[src/rtl/storage_pkg.sv]
// Shared definitions for the storage port arbiter.
//   NUM_REQ / IDX_W : requester count and index width
//   DEF_AW / DEF_DW : default storage address / data widths
//   fsm_e           : arbiter state (IDLE = no grant held, GRANT = one owner holds the port)
package storage_pkg;
  localparam int NUM_REQ = 4;
  localparam int IDX_W   = 2;
  localparam int DEF_AW  = 4;
  localparam int DEF_DW  = 8;

  typedef enum logic {
    IDLE  = 1'b0,
    GRANT = 1'b1
  } fsm_e;
endpackage

[src/rtl/rr_pick.sv]
// Combinational rotating-priority picker.
//   req_i    : request vector
//   ptr_i    : index with highest priority this cycle
//   mask_i   : requests allowed to win (1 = eligible)
//   valid_o  : some eligible request exists
//   idx_o    : winning index (0 when none)
//   onehot_o : winning index as one-hot (zero when none)
module rr_pick
  import storage_pkg::*;
(
  input  logic [NUM_REQ-1:0] req_i,
  input  logic [IDX_W-1:0]   ptr_i,
  input  logic [NUM_REQ-1:0] mask_i,
  output logic               valid_o,
  output logic [IDX_W-1:0]   idx_o,
  output logic [NUM_REQ-1:0] onehot_o
);
  logic [NUM_REQ-1:0] cand;
  logic [IDX_W-1:0]   pos;

  // Walk from the farthest rotation slot back to ptr so the slot closest
  // to ptr is written last and wins.
  always_comb begin
    cand    = req_i & mask_i;
    valid_o = 1'b0;
    idx_o   = '0;
    pos     = '0;
    for (int k = NUM_REQ - 1; k >= 0; k--) begin
      pos = ptr_i + IDX_W'(k);
      if (cand[pos]) begin
        valid_o = 1'b1;
        idx_o   = pos;
      end
    end
    onehot_o = valid_o ? (NUM_REQ'(1) << idx_o) : '0;
  end
endmodule

[src/rtl/storage_port_arbiter.sv]
// Round-robin arbiter sharing one storage port among four requesters.
//   clk, rst            : clock, synchronous active-high reset
//   req, addr_i, data_i, we_i : per-requester request level and packed access fields
//   gnt, owner, busy    : registered grant state
//   mem_en, mem_we, mem_addr, mem_wdata : storage port, driven from the owner's live inputs
// States:
//   IDLE  | no grant held, arbitrating from ptr
//   GRANT | owner holds the port for up to MAX_BURST beats
module storage_port_arbiter
  import storage_pkg::*;
#(
  parameter int AW        = DEF_AW,
  parameter int DW        = DEF_DW,
  parameter int MAX_BURST = 4
) (
  input  logic                  clk,
  input  logic                  rst,
  input  logic [NUM_REQ-1:0]    req,
  input  logic [NUM_REQ*AW-1:0] addr_i,
  input  logic [NUM_REQ*DW-1:0] data_i,
  input  logic [NUM_REQ-1:0]    we_i,
  output logic [NUM_REQ-1:0]    gnt,
  output logic [IDX_W-1:0]      owner,
  output logic                  busy,
  output logic                  mem_en,
  output logic                  mem_we,
  output logic [AW-1:0]         mem_addr,
  output logic [DW-1:0]         mem_wdata
);
  localparam int BW = $clog2(MAX_BURST) + 1;

  fsm_e               fsm_q, fsm_d;
  logic [IDX_W-1:0]   ptr_q, ptr_d;
  logic [BW-1:0]      beat_q, beat_d;
  logic [IDX_W-1:0]   owner_q, owner_d;
  logic [NUM_REQ-1:0] gnt_q, gnt_d;
  logic               busy_q, busy_d;

  logic               req_own;
  logic               last_beat;
  logic [IDX_W-1:0]   pk_ptr;
  logic [NUM_REQ-1:0] pk_mask;
  logic               pk_valid;
  logic [IDX_W-1:0]   pk_idx;
  logic [NUM_REQ-1:0] pk_onehot;

  assign req_own   = req[owner_q];
  assign last_beat = (beat_q == BW'(MAX_BURST - 1));

  // One picker serves both cases: from IDLE it rotates from ptr over all
  // requests; on release it rotates from owner+1 with the owner masked out.
  assign pk_ptr  = (fsm_q == GRANT) ? owner_q + IDX_W'(1) : ptr_q;
  assign pk_mask = (fsm_q == GRANT) ? ~gnt_q : '1;

  rr_pick u_pick (
    .req_i    (req),
    .ptr_i    (pk_ptr),
    .mask_i   (pk_mask),
    .valid_o  (pk_valid),
    .idx_o    (pk_idx),
    .onehot_o (pk_onehot)
  );

  // A reset cycle never issues a beat, even with a grant still registered.
  assign mem_en    = busy_q & ~rst & req_own;
  assign mem_we    = mem_en & we_i[owner_q];
  assign mem_addr  = mem_en ? addr_i[owner_q*AW +: AW] : '0;
  assign mem_wdata = mem_en ? data_i[owner_q*DW +: DW] : '0;

  assign gnt   = gnt_q;
  assign owner = owner_q;
  assign busy  = busy_q;

  always_comb begin
    fsm_d   = fsm_q;
    ptr_d   = ptr_q;
    beat_d  = beat_q;
    owner_d = owner_q;
    gnt_d   = gnt_q;
    busy_d  = busy_q;
    case (fsm_q)
      IDLE: begin
        if (pk_valid) begin
          owner_d = pk_idx;
          gnt_d   = pk_onehot;
          busy_d  = 1'b1;
          beat_d  = '0;
          fsm_d   = GRANT;
        end
      end
      GRANT: begin
        if (req_own && !last_beat) begin
          beat_d = beat_q + BW'(1);
        end else begin
          ptr_d = owner_q + IDX_W'(1);
          if (pk_valid) begin
            owner_d = pk_idx;
            gnt_d   = pk_onehot;
            beat_d  = '0;
          end else begin
            fsm_d   = IDLE;
            gnt_d   = '0;
            busy_d  = 1'b0;
            owner_d = '0;
            beat_d  = '0;
          end
        end
      end
      default: fsm_d = IDLE;
    endcase
  end

  always_ff @(posedge clk) begin
    if (rst) begin
      fsm_q   <= IDLE;
      ptr_q   <= '0;
      beat_q  <= '0;
      owner_q <= '0;
      gnt_q   <= '0;
      busy_q  <= 1'b0;
    end else begin
      fsm_q   <= fsm_d;
      ptr_q   <= ptr_d;
      beat_q  <= beat_d;
      owner_q <= owner_d;
      gnt_q   <= gnt_d;
      busy_q  <= busy_d;
    end
  end
endmodule
[config.mk]
export PLATFORM = sky130hd
export DESIGN_NAME = storage_port_arbiter
export DESIGN_NICKNAME = d
export VERILOG_FILES = /design/src/rtl/storage_pkg.sv /design/src/rtl/rr_pick.sv /design/src/rtl/storage_port_arbiter.sv
export SDC_FILE = /design/constraint.sdc
export NUM_CORES = 1
export LEC_CHECK = 0
export CAP_MARGIN = 20
export CORE_MARGIN = 4
export CORE_UTILIZATION = 40
export DETAILED_ROUTE_END_ITERATION = 6
export PLACE_DENSITY_LB_ADDON = 0.15
export SLEW_MARGIN = 15
export SYNTH_ARGS = -nofsm -noshare
export SYNTH_HDL_FRONTEND = slang
export SYNTH_HIERARCHICAL = 1
export SYNTH_SLANG_ARGS = --single-unit
export TNS_END_PERCENT = 1
[constraint.sdc]
create_clock -name clk -period 2.6 [get_ports clk]
set_input_delay 0.78 -clock clk [delete_from_list [all_inputs] [get_ports clk]]
set_output_delay 0.78 -clock clk [all_outputs]
set_load 0.02 [all_outputs]
======== Word-level counts from Yosys, hierarchy flattened ========
Index checks and enable logic that the tools add are counted.
cells by class
  add/sub/neg operators ................... 5
  multiply operators ...................... 0
  divide/modulo/power cells ............... 0
  $lt $le $gt $ge ......................... 5
  eq/ne operators ......................... 4
  shift operators ......................... 3
  mux-type cells .......................... 42
  bitwise operators ....................... 8
  reduce and logical (&&, ||, !) cells .... 5
operators with widths
  kind                                                                           number
  32-bit by 6-bit variable part select with 8-bit output                         1
  4-bit 2-to-1 mux                                                               5
  2-bit 2-to-1 mux                                                               8
  16-bit by 5-bit variable part select with 4-bit output                         1
  2-bit by 3-bit less-than comparator with 1-bit output (second input constant)  5
  1-bit 2-to-1 mux                                                               15
  1-bit binary-select mux with 2-bit select                                      6
  8-bit 2-to-1 mux                                                               1
  4-bit one-hot mux with 2 select lines                                          1
  3-bit 2-to-1 mux                                                               2
  2-bit != test (second input constant)                                          3
  3-bit one-hot mux with 2 select lines                                          1
  2-bit by 1-bit adder with 2-bit output (second input constant)                 2
  2-bit adder (second input constant)                                            2
  4-bit AND                                                                      1
  4-bit NOT                                                                      1
  1-bit one-hot mux with 2 select lines                                          2
  2-bit one-hot mux with 2 select lines                                          1
  2-bit AND reduction                                                            2
  1-bit by 2-bit << shifter with 4-bit output (first input constant)             1
  3-bit by 1-bit adder with 3-bit output (second input constant)                 1
  1-bit AND                                                                      3
  3-bit by 2-bit equality test with 1-bit output (second input constant)         1
  1-bit NOT                                                                      3
  3 further kinds                                                                3
storage, ports and cells
  register bits after elaboration ......... 13
  bits in latches ......................... 0
  memory bits (writable) .................. 0
  bits in read-only memories .............. 0
  input port bits ......................... 58
  output and inout bits ................... 21
  word-level logic and storage cells ...... 78
  memories ................................ 0

======== Longest topological paths before layout ========
  depth in word-level cells ............... 13
  gate-level depth with buffers ........... 10
  gate-level depth less buffers ........... 7

======== Hierarchy ========
Netlist, hierarchy kept.
by module, submodules not included
  module                instances  cells an instance  area each (um^2)  sequential area each (um^2)
  storage_port_arbiter  1          120                1255.0            260.2
  rr_pick               1          33                 219.0             0.0

======== Worst setup path before layout ========
OpenSTA, ideal clock, no wires.
  path type ............................... input to output
  from .................................... input port req[1]
  to ...................................... output port mem_addr[1]
  arrival time ............................ 1.704 ns
  required time ........................... 1.820 ns
  path slack .............................. 0.116 ns
  stages .................................. 4
  buffers on the path ..................... 1
  cells stage by stage .................... mux2_2 > o2111ai_1 > buf_2 > nor2b_1
between the ends
  cells in the longest elaborated chain, start to end .. 4
ends and longest elaborated chain
  element                                    RTL line                    source
  start: declaration                         storage_port_arbiter.sv:18  input logic [NUM_REQ-1:0] req,
  1-bit binary-select mux with 2-bit select  storage_port_arbiter.sv:47  assign req_own = req[owner_q];
  1-bit 2-to-1 mux (implied by the code)     storage_port_arbiter.sv:47
  1-bit AND                                  storage_port_arbiter.sv:65  assign mem_en = busy_q & ~rst & req_own;
  4-bit 2-to-1 mux                           storage_port_arbiter.sv:67  assign mem_addr = mem_en ? addr_i[owner_q*AW +: AW] : '0;
  end: declaration                           storage_port_arbiter.sv:27  output logic [AW-1:0] mem_addr,
No other way between the ends. The select of a mux whose other input is x is not followed.

======== Worst setup path in the final report ========
  from .................................... input port we_i[3]
  to ...................................... output port mem_we
between the ends
  cells in the longest elaborated chain, start to end .. 3
ends and longest elaborated chain
  element                                    RTL line                    source
  start: declaration                         storage_port_arbiter.sv:21  input logic [NUM_REQ-1:0] we_i,
  1-bit binary-select mux with 2-bit select  storage_port_arbiter.sv:66  assign mem_we = mem_en & we_i[owner_q];
  1-bit 2-to-1 mux (implied by the code)     storage_port_arbiter.sv:66
  1-bit AND                                  storage_port_arbiter.sv:66
  end: declaration                           storage_port_arbiter.sv:26  output logic mem_we,
No other way between the ends. The select of a mux whose other input is x is not followed.

==> results_dict.tcl <==
set metrics [dict create \
    post_synth.cell_area_avg_um2 9.63 \
    start_util_pct 42.8 \
    r2r_setup_slack_ns 0.39 \
    multi_input_comb_area_um2 1100 \
    filler_cell_count 306 \
    report.final.setup_viol 0 \
    r2r_end "gnt[3]$_SDFFE_PP0P_" \
    grt_antenna_before_repair 0 \
    p_per_area_nw_per_um2 496 \
    layout-drive-gt1-share_pct 34.1 \
    ys_types 41 \
    fp.dieArea_um2 4720 \
    port_buffers 78 \
    cp_data_required_time_ns 1.82 \
    diodes 0 \
    holdCritStartpoint "beat_q[1]$_SDFFE_PP0P_" \
    drt-pass1-iter-count 4 \
    p_leak_nw 1.00 \
    final-seq-area_um2 262 \
    cts_tree "done" \
    postRouteWirelength_um 4970 \
    synth_edf_count 0 \
    proportion_of_power_drawn_by_the_clock_network_pct 15.7 \
    number_of_rows_in_the_core_area 21 \
    power.ir.vdd_worst_v 0.000309 \
    grt_remaining_overflow 0 \
    cts-root-buf "sky130_fd_sc_hd__clkbuf_8" \
    cts.path.max_buffers 2 \
    rsz0062_at_grt "true" \
    placed_area_um2 2400 \
    synth.net_count 213 \
    grt.total_usage_pct 21.8 \
    p_sw_w 0.000445 \
    synth_seq_area_share_pct 17.7 \
    ctsHtreeMaxLevel 1 \
    grt_start_max_net_pins 18 \
    min_delay_path_depth 2 \
    synth_ff_type "sky130_fd_sc_hd__dfxtp_1" \
    cts_made_buffers 3 \
    global_route_wire_length_before_repair_um 7690 \
    share_of_total_power_in_combinational_logic_pct 61.4 \
    critPathMaxFanout 1 \
    critPathArrivalTime_ns 1.79 \
    critPathKind "input pin to primary output" \
    ys_seq_elements 13 \
    synthTopCellsByArea "sky130_fd_sc_hd__dfxtp_1 18%, sky130_fd_sc_hd__mux4_1 14%, sky130_fd_sc_hd__mux4_2 7.6%, sky130_fd_sc_hd__nor2b_1 6.4%, sky130_fd_sc_hd__a211oi_1 5.1%" \
    cts.reportedPaths.clkPinSlew_ns 0.06 \
    synthesized_instance_count 153 \
    hold_end "beat_q[1]$_SDFFE_PP0P_" \
    synthesis.yosys.warnings 6 \
    worst_reg_to_reg_path_cell_count 10 \
    synth_async_sr_flop_share_pct 0 \
    synth_largest_area_cell "sky130_fd_sc_hd__dfxtp_1" \
    io-pin-count 79 \
    critical_path.startpoint_type "input pin" \
    syn2layout_area_growth_pct 60.9 \
    max_clock_freq_mhz 389 \
    synth_area_um2 1470 \
    design_area_um2 2370 \
    setup.worst_path.start "we_i[3]" \
    dp_hpwl_um 3910 \
    gp_congestion 1.04 \
    endpoint_kind "primary output" \
    min_path_type "flop to flop" \
    fp.dieW_um 68.7 \
    final_common_cell "sky130_fd_sc_hd__dlygate4sd2_1" \
    final_cell_mix "52 x sky130_fd_sc_hd__dlygate4sd2_1, 39 x sky130_fd_sc_hd__buf_4, 13 x sky130_fd_sc_hd__mux4_2, 13 x sky130_fd_sc_hd__nor2b_1, 12 x sky130_fd_sc_hd__dfxtp_1" \
    rr_startpoint "owner[0]$_SDFFE_PP0P_" \
    via_count 1647 \
    worst_clock_skew_ns 0.00499 \
    cell_internal_pwr_w 0.000732 \
    insertion_delay_ns 0.25 \
    die_height_um 68.7 \
    viasPerCell 5.58 \
    fin_cells 295 \
    final_net_count 310 \
    worst_pin_slew_ns 0.533 \
    ctsHoldBuffers 0 \
    slew_violations 0 \
    final-hold-violation-count 0 \
    maxCapViolCount 0 \
    grt_pass1_vias 1580 \
    detail_route.iter0.violations 265 \
    timing.final.crit_share_pct 98.7 \
    route.detailed.drc 0 \
    power.switching_fraction_pct 37.8 \
    place_inst 287 \
    count_of_nets_left_with_antenna_violations_after_detail_routing 0 \
    run_status "finished clean" \
    maxSlewHeadroom_pct 64.5 \
    netlist.area_leader.share_pct 17.7 \
    wl_per_cell_um 16.8 \
    coreArea_um2 3440 \
    total_clock_sinks 13 \
    layout_min_cycle_time_ns 2.57 \
    power_frac_seq_pct 22.9 \
]
==> power groups by stage <==
stage	Sequential [W]	Combinational (W)	Clock (W)
after floorplan	0.000283	0.000438	0
after global placement	0.000270	0.000697	0
after detailed placement	0.000271	0.000718	0
after CTS	0.000269	0.000710	0.000189
after global routing	0.000275	0.000776	0.000200
final	0.000270	0.000722	0.000185
==> cell usage after synthesis, types with 2 or more instances <==
master	number
sky130_fd_sc_hd__o21ai_1	2
sky130_fd_sc_hd__dfxtp_1	13
sky130_fd_sc_hd__a211oi_2	4
sky130_fd_sc_hd__o32ai_1	2
sky130_fd_sc_hd__nor3b_1	6
sky130_fd_sc_hd__o31ai_4	2
sky130_fd_sc_hd__mux4_1	8
sky130_fd_sc_hd__mux4_2	5
sky130_fd_sc_hd__inv_1	3
sky130_fd_sc_hd__buf_2	5
sky130_fd_sc_hd__a211oi_1	10
sky130_fd_sc_hd__buf_6	4
sky130_fd_sc_hd__nand3_1	4
sky130_fd_sc_hd__clkbuf_1	4
sky130_fd_sc_hd__ha_1	2
sky130_fd_sc_hd__nor3_1	3
sky130_fd_sc_hd__nor2b_1	15
sky130_fd_sc_hd__nand2_1	11
sky130_fd_sc_hd__a22oi_1	2
sky130_fd_sc_hd__nand2_2	2
sky130_fd_sc_hd__o21ai_0	2
sky130_fd_sc_hd__a21oi_1	10
sky130_fd_sc_hd__nand3_2	2
sky130_fd_sc_hd__nor2_1	7
sky130_fd_sc_hd__mux2i_1	7
sky130_fd_sc_hd__nand2b_1	2
sky130_fd_sc_hd__nand4_1	2
==> final cells by class <==
type	instances	area share (%)
Timing Repair Buffer	106	37.5
Sequential cell	13	11.0
Multi-Input combinational cell	122	46.5
Tap cell	46	2.43
Clock buffer	4	1.90
Inverter	4	0.633
==> kinds of logic (layout without fill, tap and decap cells) <==
logic type / Yosys count / in the layout / synth area share [%]
buf+inv: 18 / 114 / 7.30
flops: 13 / 13 / 17.7
mux: 21 / 21 / 27.4
xor+xnor: 1 / 1 / 0.594
simple gates: 57 / 57 / 22.0
compound gates: 41 / 41 / 23.3
fa+ha+maj: 2 / 2 / 1.70
==> per-stage QoR <==
step	setup WS (ns)	util (%)	hold slack, ns	setup TNS [ns]	power (W)
floorplan	0.116	-	0.429	0	0.000721
global placement	-0.676	69.7	0.438	-9.29	0.000968
detailed placement	-0.714	69.7	0.459	-9.82	0.000989
CTS	0.00485	68.3	0.467	0	0.00117
global route	-0.00811	68.9	0.505	-0.0281	0.00125
finish	0.0325	68.9	0.465	0	0.00118
==> what timing repair did <==
item                                    CTS  global route
buffers inserted                          4             0
endpoints found under the hold margin     0             0
endpoints found under the setup margin   14            14
resized for setup                       148            10
pin swaps                                 1             1
==> metal layers <==
metal | global-route usage, % | routed length (um) | vias to the layer above | part of all wire, %
met5 | 0 | 0 | - | 0
li1 | - | - | 784 | -
met1 | 27.2 | 1920 | 772 | 39
met4 | 7.79 | 112 | 0 | 2.3
met2 | 38.5 | 2520 | 78 | 51
met3 | 2.27 | 413 | 13 | 8.3
==> flip-flops by register name (all words and copies together) (netlist names) <==
signal,cells
fsm_q,1
busy,1
owner,2
beat_q,3
ptr_q,2
gnt,4
==> critical path: stages <==
cell	delay (ns)
sky130_fd_sc_hd__dlygate4sd2_1	0.24
sky130_fd_sc_hd__mux4_2	0.46
sky130_fd_sc_hd__nor2b_2	0.16
sky130_fd_sc_hd__buf_4	0.15
==> worst max path at each step <==
stage                        end  slack [ns]  depth (start not counted)
CTS                 mem_wdata[1]       0.005                          8
detailed placement  mem_wdata[1]       -0.71                          6
global placement          mem_we       -0.68                          6
global route        mem_wdata[7]      -0.008                          7
finish                    mem_we        0.03                          4
floorplan            mem_addr[1]        0.12                          4
No activity file was read; power rests on OpenSTA's default activity.
